[src/rtl/inst_fetch.sv]
`default_nettype none
// ============================================================================
// Module  : inst_fetch
// Brief   : PC generation and IF/ID pipeline register. Handles flush, stall
//           and branch redirection, and counts the instructions delivered to ID.
// Revision: 1.0 - initial release
// ============================================================================
module inst_fetch #(
    parameter logic [31:0] RESET_PC = 32'h00000000,
    parameter int          CNT_W    = 32
) (
    input  logic             clk,
    input  logic             rst,
    input  logic [5:0]       stall,
    input  logic             flush,
    input  logic [31:0]      new_pc,
    input  logic             branch_flag_i,
    input  logic [31:0]      branch_target_address_i,
    input  logic [31:0]      inst_i,
    output logic [31:0]      pc,
    output logic             ce,
    output logic [31:0]      id_pc,
    output logic [31:0]      id_inst,
    output logic [CNT_W-1:0] fetch_count
);

    typedef enum logic [0:0] {
        S_IDLE = 1'b0,
        S_RUN  = 1'b1
    } state_t;

    localparam logic [CNT_W-1:0] C_CNT_ONE = CNT_W'(1);

    state_t           r_state;
    logic [31:0]      r_pc;
    logic             r_ce;
    logic [31:0]      r_id_pc;
    logic [31:0]      r_id_inst;
    logic [CNT_W-1:0] r_fetch_count;

    // Word-aligned views of the two redirect addresses.
    logic [31:0] w_flush_pc;
    logic [31:0] w_branch_pc;

    assign w_flush_pc  = {new_pc[31:2], 2'b00};
    assign w_branch_pc = {branch_target_address_i[31:2], 2'b00};

    always_ff @(posedge clk) begin
        if (rst) begin
            r_state       <= S_IDLE;
            r_ce          <= 1'b0;
            r_pc          <= RESET_PC;
            r_id_pc       <= 32'h0;
            r_id_inst     <= 32'h0;
            r_fetch_count <= '0;
        end else begin
            case (r_state)
                S_IDLE: begin
                    r_state   <= S_RUN;
                    r_ce      <= 1'b1;
                    r_pc      <= RESET_PC;
                    r_id_pc   <= 32'h0;
                    r_id_inst <= 32'h0;
                end
                S_RUN: begin
                    r_ce <= 1'b1;

                    if (flush)
                        r_pc <= w_flush_pc;
                    else if (stall[0])
                        r_pc <= r_pc;
                    else if (branch_flag_i)
                        r_pc <= w_branch_pc;
                    else
                        r_pc <= r_pc + 32'd4;

                    // The delay-slot instruction is captured normally; branches never squash IF/ID.
                    if (flush || (stall[1] && !stall[2])) begin
                        r_id_pc   <= 32'h0;
                        r_id_inst <= 32'h0;
                    end else if (!stall[1]) begin
                        r_id_pc       <= r_pc;
                        r_id_inst     <= inst_i;
                        r_fetch_count <= r_fetch_count + C_CNT_ONE;
                    end
                end
                default: begin
                    r_state <= S_IDLE;
                    r_ce    <= 1'b0;
                end
            endcase
        end
    end

    assign pc          = r_pc;
    assign ce          = r_ce;
    assign id_pc       = r_id_pc;
    assign id_inst     = r_id_inst;
    assign fetch_count = r_fetch_count;

endmodule
`default_nettype wire

[config.mk]
export PLATFORM = sky130hd
export DESIGN_NAME = inst_fetch
export DESIGN_NICKNAME = d
export VERILOG_FILES = /design/src/rtl/inst_fetch.sv
export SDC_FILE = /design/constraint.sdc
export NUM_CORES = 1
export LEC_CHECK = 0
export BUFFER_PORTS_ARGS = -buffer_cell sky130_fd_sc_hd__clkbuf_2
export CAP_MARGIN = 20
export CORE_ASPECT_RATIO = 0.6
export CORE_MARGIN = 5
export CORE_UTILIZATION = 45
export DETAILED_ROUTE_END_ITERATION = 10
export MAX_ROUTING_LAYER = met4
export PLACE_DENSITY = 0.81
export RECOVER_POWER = 25
export SYNTH_ARGS = -nofsm -noshare
export SYNTH_HDL_FRONTEND = slang
export SYNTH_SLANG_ARGS = --single-unit
[constraint.sdc]
create_clock -name clk -period 2.6 [get_ports clk]
set_input_delay 0.52 -clock clk [delete_from_list [all_inputs] [get_ports clk]]
set_output_delay 0.52 -clock clk [all_outputs]
set_load 0.1 [all_outputs]
==> run summary, run 1 <==
The actual slew at the worst max-slew pin is 1190 ps. The die width is 158 um. The warning count from the yosys run came out at 0. The most used standard cell by instance count after synthesis is sky130_fd_sc_hd__dfxtp_1. Of the total power, combinational logic draws 0.128. Setup violations remaining at the end of the flow were counted as 0. The final count of pins violating max slew is 0. The number of remaining DRC errors came out at 0.

The final cycle utilization of the critical path is 0.923. The all-layer global routing usage came out at 0.257. The routed via count is 6163. Of the post-synthesis cell area, the dominant cell type holds 0.427. The floorplan step defined a die boundary enclosing 0.0156 sq mm. The effective utilization at floorplan came out at 0.459. The post-route minimum period came out at 2400 ps. By startpoint and endpoint, the worst setup path is classified as reg -> out. The worst max-slew margin expressed relative to the limit came out at 0.208. The cell sitting at the root of the clock tree is a sky130_fd_sc_hd__clkbuf_16.

The area growth from synthesis to layout is 34.3%. After the last flow step, the layout net total stands at 1025. After detailed routing, the number of vias per cell comes to 5.61. The buffers inserted during post-CTS setup optimization came out at 0.

The share of total power dissipated in the clock network is 0.499. The maximum clock frequency came out at 0.416 GHz. The number of fillers in the final layout is 1171. For this design the static power due to leakage is 3.43 nW.

For this run, the register share of the synthesized area comes to 0.427. The tool flagged a number of max-cap violations equal to 0. A synthesized cell averages 8.49 sq um. The number of flip-flops and latches in the synthesized netlist came out at 126.

Sorting the synthesized cells by area gives the leading types as sky130_fd_sc_hd__dfxtp_1 (43%), sky130_fd_sc_hd__a22oi_1 (8.0%), sky130_fd_sc_hd__nor2_1 (7.4%). The most frequently used flop master after synthesis is sky130_fd_sc_hd__dfxtp_1. The share of synthesized flip-flops with an asynchronous set or reset came out at 0. The largest fanout on the critical path is 8. The placeable core region came out at 0.0129 sq mm. The clock network latency to the later pin of the worst-skew pair is 400 ps. The number of instances in the synthesized netlist came out at 695.

The data arrival time of the critical path came out at 1880 ps. Dividing the detail-routed wire length by the instance count gives 18.2 um. The count of boundary I/O pins is 235. The number of buffers added on ports is 225. The remaining number of nets flagged by the antenna check after routing is 0. The final hold violation count came out at 0. In this run the critical register-to-register path is launched from pc[13]. The number of CTS-inserted buffers came out at 17. The most critical setup path has its startpoint at ce. Summing every instance area after synthesis gives 0.00590 sq mm. The violation count after the first detailed-route iteration came out at 579. The worst setup skew after layout came out at 10.8 ps. Counting along the longest clock path gives a buffer depth of 2.

In the final layout, the share of cells above drive strength 1 is 0.327. Setup repair after global routing left no endpoint under its margin. The core utilization of the finished layout came out at 0.616. The switching power summed over all nets is 0.00145 W. Hold repair after CTS inserted 0 buffers. TritonCTS built the clock tree. After synthesis, the most frequently instantiated cells are sky130_fd_sc_hd__dfxtp_1 (126), sky130_fd_sc_hd__nor2_1 (117), sky130_fd_sc_hd__a22oi_1 (63), sky130_fd_sc_hd__clkbuf_1 (44), sky130_fd_sc_hd__nand2_1 (32). The H-tree generated during clock tree synthesis spans 4 levels. The total power density per cell area came out at 680 mW/mm^2.

Setup total negative slack on the finished layout was measured at 0 ps. The maximum number of pins on one net before global-route repair is 86. STA classifies the critical path startpoint as a flop.

The worst setup path is captured at a primary output. The switching part of the total is 0.269. For this run the aggregate overflow at the end of global routing stands at 0. The floorplan has 32 rows. The flow ran to the end, and the final reports show no timing, DRC or antenna violations. The routability congestion estimate from global placement is 0.937.

The synthesized design spends more area on one cell type than any other, namely sky130_fd_sc_hd__dfxtp_1. The startpoint of the most critical hold path is new_pc[4]. The sequential share of power is 0.374. The worst-case register-to-register setup slack is 430 ps.

The highest ir drop seen on vdd came out at 0.000389 V. Detailed placement ended at an HPWL of 14500 um. The first global-routing pass estimated 31000 um of wire. The data required time of the worst path is 2080 ps.

The repair_antennas step left the layout with diodes totalling 0. The tightest min-delay check is of the in -> reg type. The number of different library cells in the post-synthesis netlist is 61. The number of enable flip-flop cells after synthesis is 0. The first-pass detailed-route iteration total is 6. The die extent in y came out at 98.7 um. The clock net sink count came out at 126. The number of global-route vias before repair is 5571. The number of instances resized during post-cts repair came out at 0. After detailed routing, the total wire length is 20000 um. Internal power comes to 0.00394 W. The initial antenna violation count is 0.

The CTS clock-pin slew for the worst setup and hold paths came out at 60 ps.
==> power groups by stage <==
stage                     Combinational [W]  Sequential (W)  Clock (W)
after floorplan                    0.000220         0.00231          0
after global placement             0.000683         0.00205          0
after detailed placement           0.000688         0.00205          0
after CTS                          0.000692         0.00201    0.00273
after global routing               0.000728         0.00202    0.00282
final                              0.000688         0.00201    0.00269
==> critical path, cell delays in order (launching register included) <==
cell	delay (ps)
sky130_fd_sc_hd__dfxtp_1	320
sky130_fd_sc_hd__clkbuf_1	570
sky130_fd_sc_hd__clkbuf_2	580
==> metrics by stage <==
stage / setup slack, ps / hold WS, ps / cells / area [sq um] / total power (W)
floorplan: 2.39 / 658 / 696 / 5920 / 0.00253
global placement: 552 / 473 / 1068 / 7300 / 0.00274
detailed placement: 523 / 486 / 1068 / 7300 / 0.00274
CTS: 447 / 336 / 1098 / 7970 / 0.00543
global route: 200 / 353 / 1098 / 7920 / 0.00557
finish: 199 / 352 / 1098 / 7920 / 0.00539
==> cell type report <==
cell class,instances,area [sq um],area share
multi-input cells,496,3080,0.389
clock inverters,13,239,0.0302
flip-flops and latches,126,2540,0.320
well taps,170,213,0.0268
clock buffers,17,425,0.0537
inverters,17,63.8,0.00805
repair buffers,259,1360,0.172
==> cells in the final DEF (no fill, tap or decap), drive strengths merged, types with 13 or more instances in the layout <==
master	count
buf	27
clkbuf	249
nor2	117
a22oi	63
nand2	32
nand3	19
nand4	20
xor2	23
dfxtp	126
and3	13
o21ai	23
inv	18
a21oi	30
==> final timing paths <==
path	end	cells past startpoint
min	pc[4]	2
max	ce	2
max reg2reg	pc[26]	5
min reg2reg	id_pc[29]	2
==> per-layer routing <==
metal  global-route usage  share of wire
met4               0.0509         0.0055
met5                    -              0
met3               0.0799           0.12
met1                0.372           0.45
met2                0.353           0.42
==> flip-flops by register name (all words and copies together), names as in the netlist <==
name,flops
fetch_count,32
id_inst,32
id_pc,31
pc,30
ce,1
==> logic make-up after synthesis <==
| logic type | Yosys count | share of synthesized area |
|---|---|---|
| AO/OA/AOI/OAI | 185 | 0.218 |
| XOR/XNOR | 31 | 0.0460 |
| adder cells (fa/ha/maj) | 2 | 0.00424 |
| buffers and inverters | 74 | 0.0524 |
| flip-flops | 126 | 0.427 |
| multiplexers | 10 | 0.0172 |
| other | 1 | 0.000636 |
| AND/OR/NAND/NOR | 266 | 0.234 |
No activity file was read; power rests on OpenSTA's default activity.
==> run 2, diff against run 1 <==
Settings changed: PLACE_DENSITY 0.81 to unset, PLACE_DENSITY_LB_ADDON set to 0.08.
==> run 2 against run 1 <==
  * Register-to-register slack about the same
  * Total power is 5.1% lower
  * Critical endpoint is now pc[6]
  * Sequential share of layout area rose by 0.37 points
  * Critical path type is now in -> reg
  * Sequential cell count stayed put
  * Final cell count rose by 0.27%
  * Critical path depth up 5
  * Setup slack gained 210 ps
  * Maximum frequency rose by 9.7%
  * Combinational power rose by 0.7%
  * First-iteration DRC count decreased by 5.2%
  * Clock power decreased by 10%
==> run summary, run 2 (synthesized netlist as in run 1, its figures left out) <==
The type of the tightest min-delay check is in -> reg. In this run the static leakage power is 3.30 nW. Setup repair after global routing left no endpoint under its margin. Clock-pin slew was measured on the worst setup and hold paths at 60 ps.

The number of global-route vias before repair came out at 5859. The number of non-filler instances in the completed layout is 1101. The stage delay of the slowest cell on the critical path came out at 840 ps. Across all register-to-register paths, the minimum setup slack is 420 ps. Pin placement for this block handled 235 I/O pins. The post-route standard cell area excluding fillers is 0.00783 sq mm. For this run, the detailed router's first-pass iteration total came to 5.

Grouping stages by cell kind, the critical path spends the most delay in buffers and inverters. The final count of pins violating max slew is 0. The endpoint identified for the worst register-to-register timing path is pc[31].

The core region is 0.0129 sq mm. The fraction of final layout cells sized beyond drive strength 1 came out at 0.297. In this run the most critical hold path is launched from new_pc[3]. Entering global routing, the biggest net connects 95 pins. For hold timing, the worst endpoint is pc[3].

The floorplan row count came out at 32. Traced cell by cell, the critical path runs through clkbuf_1 -> buf_4 -> inv_1 -> clkbuf_1 -> o221ai_1 -> o22a_1 -> o22ai_1. The net count of the finished layout came out at 1025. The critical path start-end classification is in -> reg. The HPWL after detailed placement came out at 15000 um. In the global route stage, overall resource usage came out at 0.266. The clock passes through at most 2 buffers. The number of max-cap violations came out at 0. The total power density per cell area came out at 653 mW/mm^2. The number of H-tree levels came out at 4. TritonCTS built the clock tree. The worst setup path is launched from an input port. The cell that appears most often on the critical path is sky130_fd_sc_hd__clkbuf_1.

Of the total power, the clock network draws 0.471. The capturing element type of the critical path is a flop. The routed wirelength normalized by instance count came out at 18.6 um. The data arrival time of the critical path is 2510 ps. The placed instances occupy a cell area of 0.00730 sq mm.

The actual slew at the worst max-slew pin is 1220 ps. The routed layout has 6282 vias. Of the total power, the share spent switching nets is 0.295. The number of buffers added on ports came out at 225. Of all nets on the critical path, the largest fanout is 25. The remaining global-route overflow came out at 0. The library cells used most frequently in the layout, excluding fill and tap cells, are sky130_fd_sc_hd__clkbuf_2 (186), sky130_fd_sc_hd__nor2_1 (116), sky130_fd_sc_hd__dfxtp_1 (114). The final cycle utilization of the critical path is 0.842. The violation count after the first detailed-route iteration is 549. The clock reaches the later pin of the worst-skew pair after 420 ps. Relative to the synthesized area, the layout overhead comes to 32.7%.

The number of cells in the design after placement is 1068. The effective utilization at floorplan came out at 0.459. The root buffer cell chosen for the clock tree is sky130_fd_sc_hd__clkbuf_16. The final hold violation count came out at 0.

The maximum clock frequency is 0.457 GHz. The switching power summed over all nets came out at 0.00151 W. The die is 158 um wide. Setup violations remaining at the end of the flow were counted as 0. The summed negative setup slack over all endpoints is 0 ps. The first global-routing pass estimated 31700 um of wire. The routability congestion estimate from global placement came out at 0.853. The run finished with clean final reports. The die covers 0.0156 sq mm. The worst max-slew margin expressed relative to the limit is 0.193. The combinational cell fraction of total power is 0.135. Between clock sinks in the finished design, the worst skew comes to 20.0 ps. For this run, design rule violations remaining after detail routing come to 0. The buffers inserted during post-CTS setup optimization is 0. The worst hold path passes through 3 cells.

For the worst flop-to-flop path, the logic depth is 5. The cts-stage hold buffer count came out at 0. The die extent in y came out at 98.7 um. Leaving out fill and tap cells, the most frequent cell in the layout is sky130_fd_sc_hd__clkbuf_2. The routed wire length is 20500 um.

The initial antenna violation count is 1. The number of buffer and inverter instances along the worst setup path came out at 4. The internal portion of the total power is 0.00361 W. The number of instances resized during post-cts repair is 0. The worst register-to-register path begins at pc[12]. In the routed layout, each cell is associated on average with a via count of 5.71. The remaining number of nets flagged by the antenna check after routing is 0. The post-route minimum period is 2190 ps. The number of CTS-inserted buffers is 17. The data required time of the worst path came out at 2920 ps. The clock net sink count came out at 126. On the critical path, the stage with the largest delay is an instance of sky130_fd_sc_hd__clkbuf_1. The worst hold slack came out at 337 ps. The sequential share of power is 0.394.

The highest ir drop seen on vdd came out at 0.000417 V. The startpoint of the most critical setup path is flush.
## run 2: cell count changes in the layout (fill, tap and decap cells not counted), moves of 2 or more
cell | previous run | this run
sky130_fd_sc_hd__buf_4 | 26 | 31
sky130_fd_sc_hd__bufinv_16 | 6 | 2
sky130_fd_sc_hd__clkbuf_1 | 13 | 41
sky130_fd_sc_hd__clkbuf_2 | 218 | 186
sky130_fd_sc_hd__clkinv_4 | 4 | 2
sky130_fd_sc_hd__inv_6 | 1 | 5
## run 2: through the flow
step	setup slack, ps	power (W)	util
3_5_place_dp	492	0.00275	0.568
4_1_cts	461	0.00516	0.615
2_1_floorplan	2.39	0.00253	-
5_1_grt	264	0.00529	0.609
6_report	410	0.00512	0.609
3_3_place_gp	565	0.00274	0.568
## run 2: area by class of cell
class                   count  area, sq um
multi-input cells         496         3070
clock buffers              19          443
repair buffers            259         1350
fillers                  1151         5020
flip-flops and latches    126         2540
inverters                  17         63.8
well taps                 170          213
clock inverters            13          153
diodes                      1         2.50
## run 2: worst reg2reg max path, cell delays in order, from the launching register on
cell and delay, ps:
sky130_fd_sc_hd__dfxtp_2 460, sky130_fd_sc_hd__nand4_4 180, sky130_fd_sc_hd__or4_1 740, sky130_fd_sc_hd__o31a_1 350, sky130_fd_sc_hd__nor3_1 220, sky130_fd_sc_hd__o22ai_1 100
## run 2: layer usage
layer  wire length (um)  global-route usage
met1               9510               0.384
met2               8430               0.356
met3               2200              0.0816
met4                315              0.0747
met5                  0                   -
## run 2: how the worst max path moves through the flow
stage	end	slack (ps)	cells past startpoint
2_1_floorplan	pc[20]	2	6
3_3_place_gp	pc[22]	560	5
3_5_place_dp	pc[31]	490	5
4_1_cts	pc[31]	460	5
5_1_grt	fetch_count[31]	260	5
6_report	pc[6]	410	7
## run 2: power groups by stage
stage | logic (W) | clock network [W] | registers (W)
final | 0.000693 | 0.00241 | 0.00202
after floorplan | 0.000220 | 0 | 0.00231
after CTS | 0.000693 | 0.00245 | 0.00201
after global routing | 0.000731 | 0.00254 | 0.00202
after detailed placement | 0.000691 | 0 | 0.00206
after global placement | 0.000681 | 0 | 0.00205
==> run 3, diff against run 2 <==
Settings changed: ABC_AREA set to 1.
Clock period 2.6 ns to 2.22 ns, I/O delays scaled along.
==> run 3 against run 2 <==
  * Highest routed layer unchanged
  * Setup slack got worse by 99 ps
  * Critical path depth fell by 6
  * Sequential share of layout area shrank 2.8 points
  * Core utilization decreased by 2.0 points
  * Area after synthesis rose by 12%
  * Sequential cell count did not move
  * Count of clock-buffer cells in the layout stayed put
  * Via count up 21%
  * Clock power is 24% higher
==> run summary, run 3 <==
The vias per cell is 5.28. The stage delay of the slowest cell on the critical path came out at 530 ps. The critical path depth is 1. The routed via count is 7607. The summed negative setup slack over all endpoints came out at 0 ps. Along the worst path, the maximum fanout reaches 7. The number of global-route vias before repair is 6761. The critical path is of the reg -> out type.

The initial antenna violation count came out at 0. The clock network latency to the later pin of the worst-skew pair is 410 ps. The buffers inserted during post-CTS setup optimization came out at 0. The total power came out at 0.00622 W. The post-synthesis instance area came out at 0.00662 sq mm. The flow ran to the end, and the final reports show no timing, DRC or antenna violations. The met1 layer usage reported by global route is 0.397. In this run the power density over the cells is 729 mW/mm^2. The first detailed-routing pass took 5 iterations. The most frequently used flop master after synthesis is sky130_fd_sc_hd__dfxtp_1.

The worst hold slack came out at 266 ps. Setup repair after global routing left no endpoint under its margin. The final hold violation count came out at 0. The met2 track demand over resource in global routing came out at 0.346. In this run, distinct cell masters in the synthesized netlist total 33. The net count of the finished layout is 1339. The number of non-filler instances in the completed layout came out at 1442.

The area growth from synthesis to layout is 28.8%. The count of boundary I/O pins came out at 235. The floorplan row count came out at 34.

The violation count after the first detailed-route iteration is 817. The met3 routing resource usage after global routing is 0.0649. The critical path goes through clkbuf_2. The final cycle utilization of the critical path came out at 0.860.

The die extent in y is 104 um. The number of remaining DRC errors came out at 0. sky130_fd_sc_hd__nand2_1 is the most common cell in the netlist. Once layout is done, the placed cells without fillers occupy 0.00853 sq mm.

The HPWL after detailed placement is 16400 um. The final number of setup-violating endpoints is 0. The data required time of the worst path is 1780 ps. The global-route wire length before repair came out at 36500 um. IR analysis of the VDD net gives a maximum drop of 0.000505 V. The library cells used most frequently in the layout, excluding fill and tap cells, are sky130_fd_sc_hd__nand2_1 (312), sky130_fd_sc_hd__clkbuf_2 (224), sky130_fd_sc_hd__a21oi_1 (141).

The warning count from the yosys run is 0. The CTS tree is yes. The fraction of synthesized cell area taken by the top area cell type came out at 0.381. The die width is 167 um. After synthesis, the share of flip-flops with an asynchronous set or reset is 0. The cts-stage hold buffer count is 0. The number of fillers in the final layout came out at 1419.

For this design, the slowest cell found on the critical path is sky130_fd_sc_hd__clkbuf_2. The worst setup path is launched from a flop. For the worst flop-to-flop path, the logic depth is 7. Across every metal layer, demand over resource in global routing totals 0.261. The synthesized area per cell is 6.45 sq um. The data arrival time of the critical path is 1460 ps. In this run the cell area measured after placement is 0.00793 sq mm. The number of diodes added for antenna fixing is 0.

Counting the buffers created by CTS gives 17. The global routing stage identified its most utilized layer as met1. After clock tree synthesis, the clock-pin slew on the worst setup and hold paths is 60 ps. The number of max-cap violations came out at 0. The clock net sink count is 126. The number of buffers and inverters on the critical path is 1. The effective utilization at floorplan is 0.458. After synthesis, the cell types taking the most area are sky130_fd_sc_hd__dfxtp_1 (38%), sky130_fd_sc_hd__nand2_1 (18%), sky130_fd_sc_hd__a21oi_1 (11%). The number of enable flip-flop cells after synthesis came out at 0. The worst setup skew after layout is 10.3 ps.

The post-route minimum period is 1910 ps. After clock tree synthesis, the repair step resized 0 gates. The maximum number of pins on one net before global-route repair came out at 108.

The final count of pins violating max slew came out at 0. The number of buffers between clock root and the deepest sink came out at 2. The remaining number of nets flagged by the antenna check after routing is 0. The overall die area came out at 0.0173 sq mm. STA classifies the critical path endpoint as a primary output. Ranked by instance count, the synthesized netlist is headed by sky130_fd_sc_hd__nand2_1 (310), sky130_fd_sc_hd__a21oi_1 (141), sky130_fd_sc_hd__dfxtp_1 (126), sky130_fd_sc_hd__nor2_1 (120), sky130_fd_sc_hd__nand4_1 (64).

The number of buffers added on ports is 225. In this run the standard cell core region covers 0.0145 sq mm. The number of cells in the design after placement came out at 1410. The number of instances in the synthesized netlist came out at 1027.

In the final layout, the share of cells above drive strength 1 is 0.242. The number of flip-flops and latches in the synthesized netlist is 126. Clock tree synthesis selected as its root buffer the cell sky130_fd_sc_hd__clkbuf_16.

Leaving out fill and tap cells, the most frequent cell in the layout is sky130_fd_sc_hd__nand2_1. Counting instances, the worst hold path has a depth of 3. In this run the tightest slew margin relative to its limit is 0.527.

The kind of cell adding the most delay to the critical path is buffers and inverters. Timing would allow up to 0.524 GHz. Dividing the detail-routed wire length by the instance count gives 15.8 um.

Wires add up to 22800 um. Of all cell types, the one taking the most synthesized area is sky130_fd_sc_hd__dfxtp_1. In this run the worst hold path is classified as in -> reg. CTS built an H-tree with a depth of 4. The share of synthesized area occupied by flip-flops and latches is 0.381. The routability congestion estimate from global placement is 0.957. The static leakage power is 3.50 nW.

For this run the aggregate overflow at the end of global routing stands at 0. The actual slew at the worst max-slew pin came out at 710 ps.
run 3: layout make-up:
type | instances | area, sq um | area share
repair buffers | 244 | 1290 | 0.152
clock inverters | 13 | 188 | 0.0220
multi-input cells | 780 | 3600 | 0.422
clock buffers | 19 | 443 | 0.0519
well taps | 198 | 248 | 0.0291
inverters | 62 | 234 | 0.0274
flip-flops and latches | 126 | 2530 | 0.296
run 3: routing by layer:
metal,vias up,wire length (um),share of wire
met2,357,8980,0.39
met1,3431,11200,0.49
met3,26,2380,0.10
met4,0,251,0.011
li1,3793,-,-
met5,-,0,0
run 3: worst paths after layout:
| kind | startpoint | to | slack (ps) |
|---|---|---|---|
| setup / recovery | pc[27] | pc[27] | 310 |
| setup reg to reg | ce | fetch_count[24] | 320 |
| hold reg to reg | id_inst[27] | id_inst[27] | 480 |
| hold / removal | inst_i[0] | id_inst[0] | 270 |
run 3: through the flow:
step	worst slack (ps)	utilization
6_report	311	0.590
5_1_grt	128	0.590
4_1_cts	289	0.592
3_5_place_dp	333	0.548
3_3_place_gp	380	0.548
2_1_floorplan	11.0	-
run 3: kinds of logic (layout without fill, tap and decap cells):
family,after synthesis,count (layout),share of synthesized area
compound gates,177,177,0.138
fa+ha+maj,2,2,0.00378
other cells,1,2,0.000566
simple gates,588,588,0.388
buf+inv,122,338,0.0737
flops,126,126,0.381
xor+xnor,11,11,0.0146
run 3: where the power goes:
part | leakage, nW | switching (W) | internal, W | total (W)
sequential | 1.02 | 0.0000664 | 0.00231 | 0.00237
combinational | 2.17 | 0.000647 | 0.000196 | 0.000843
clock | 0.300 | 0.00108 | 0.00192 | 0.00300
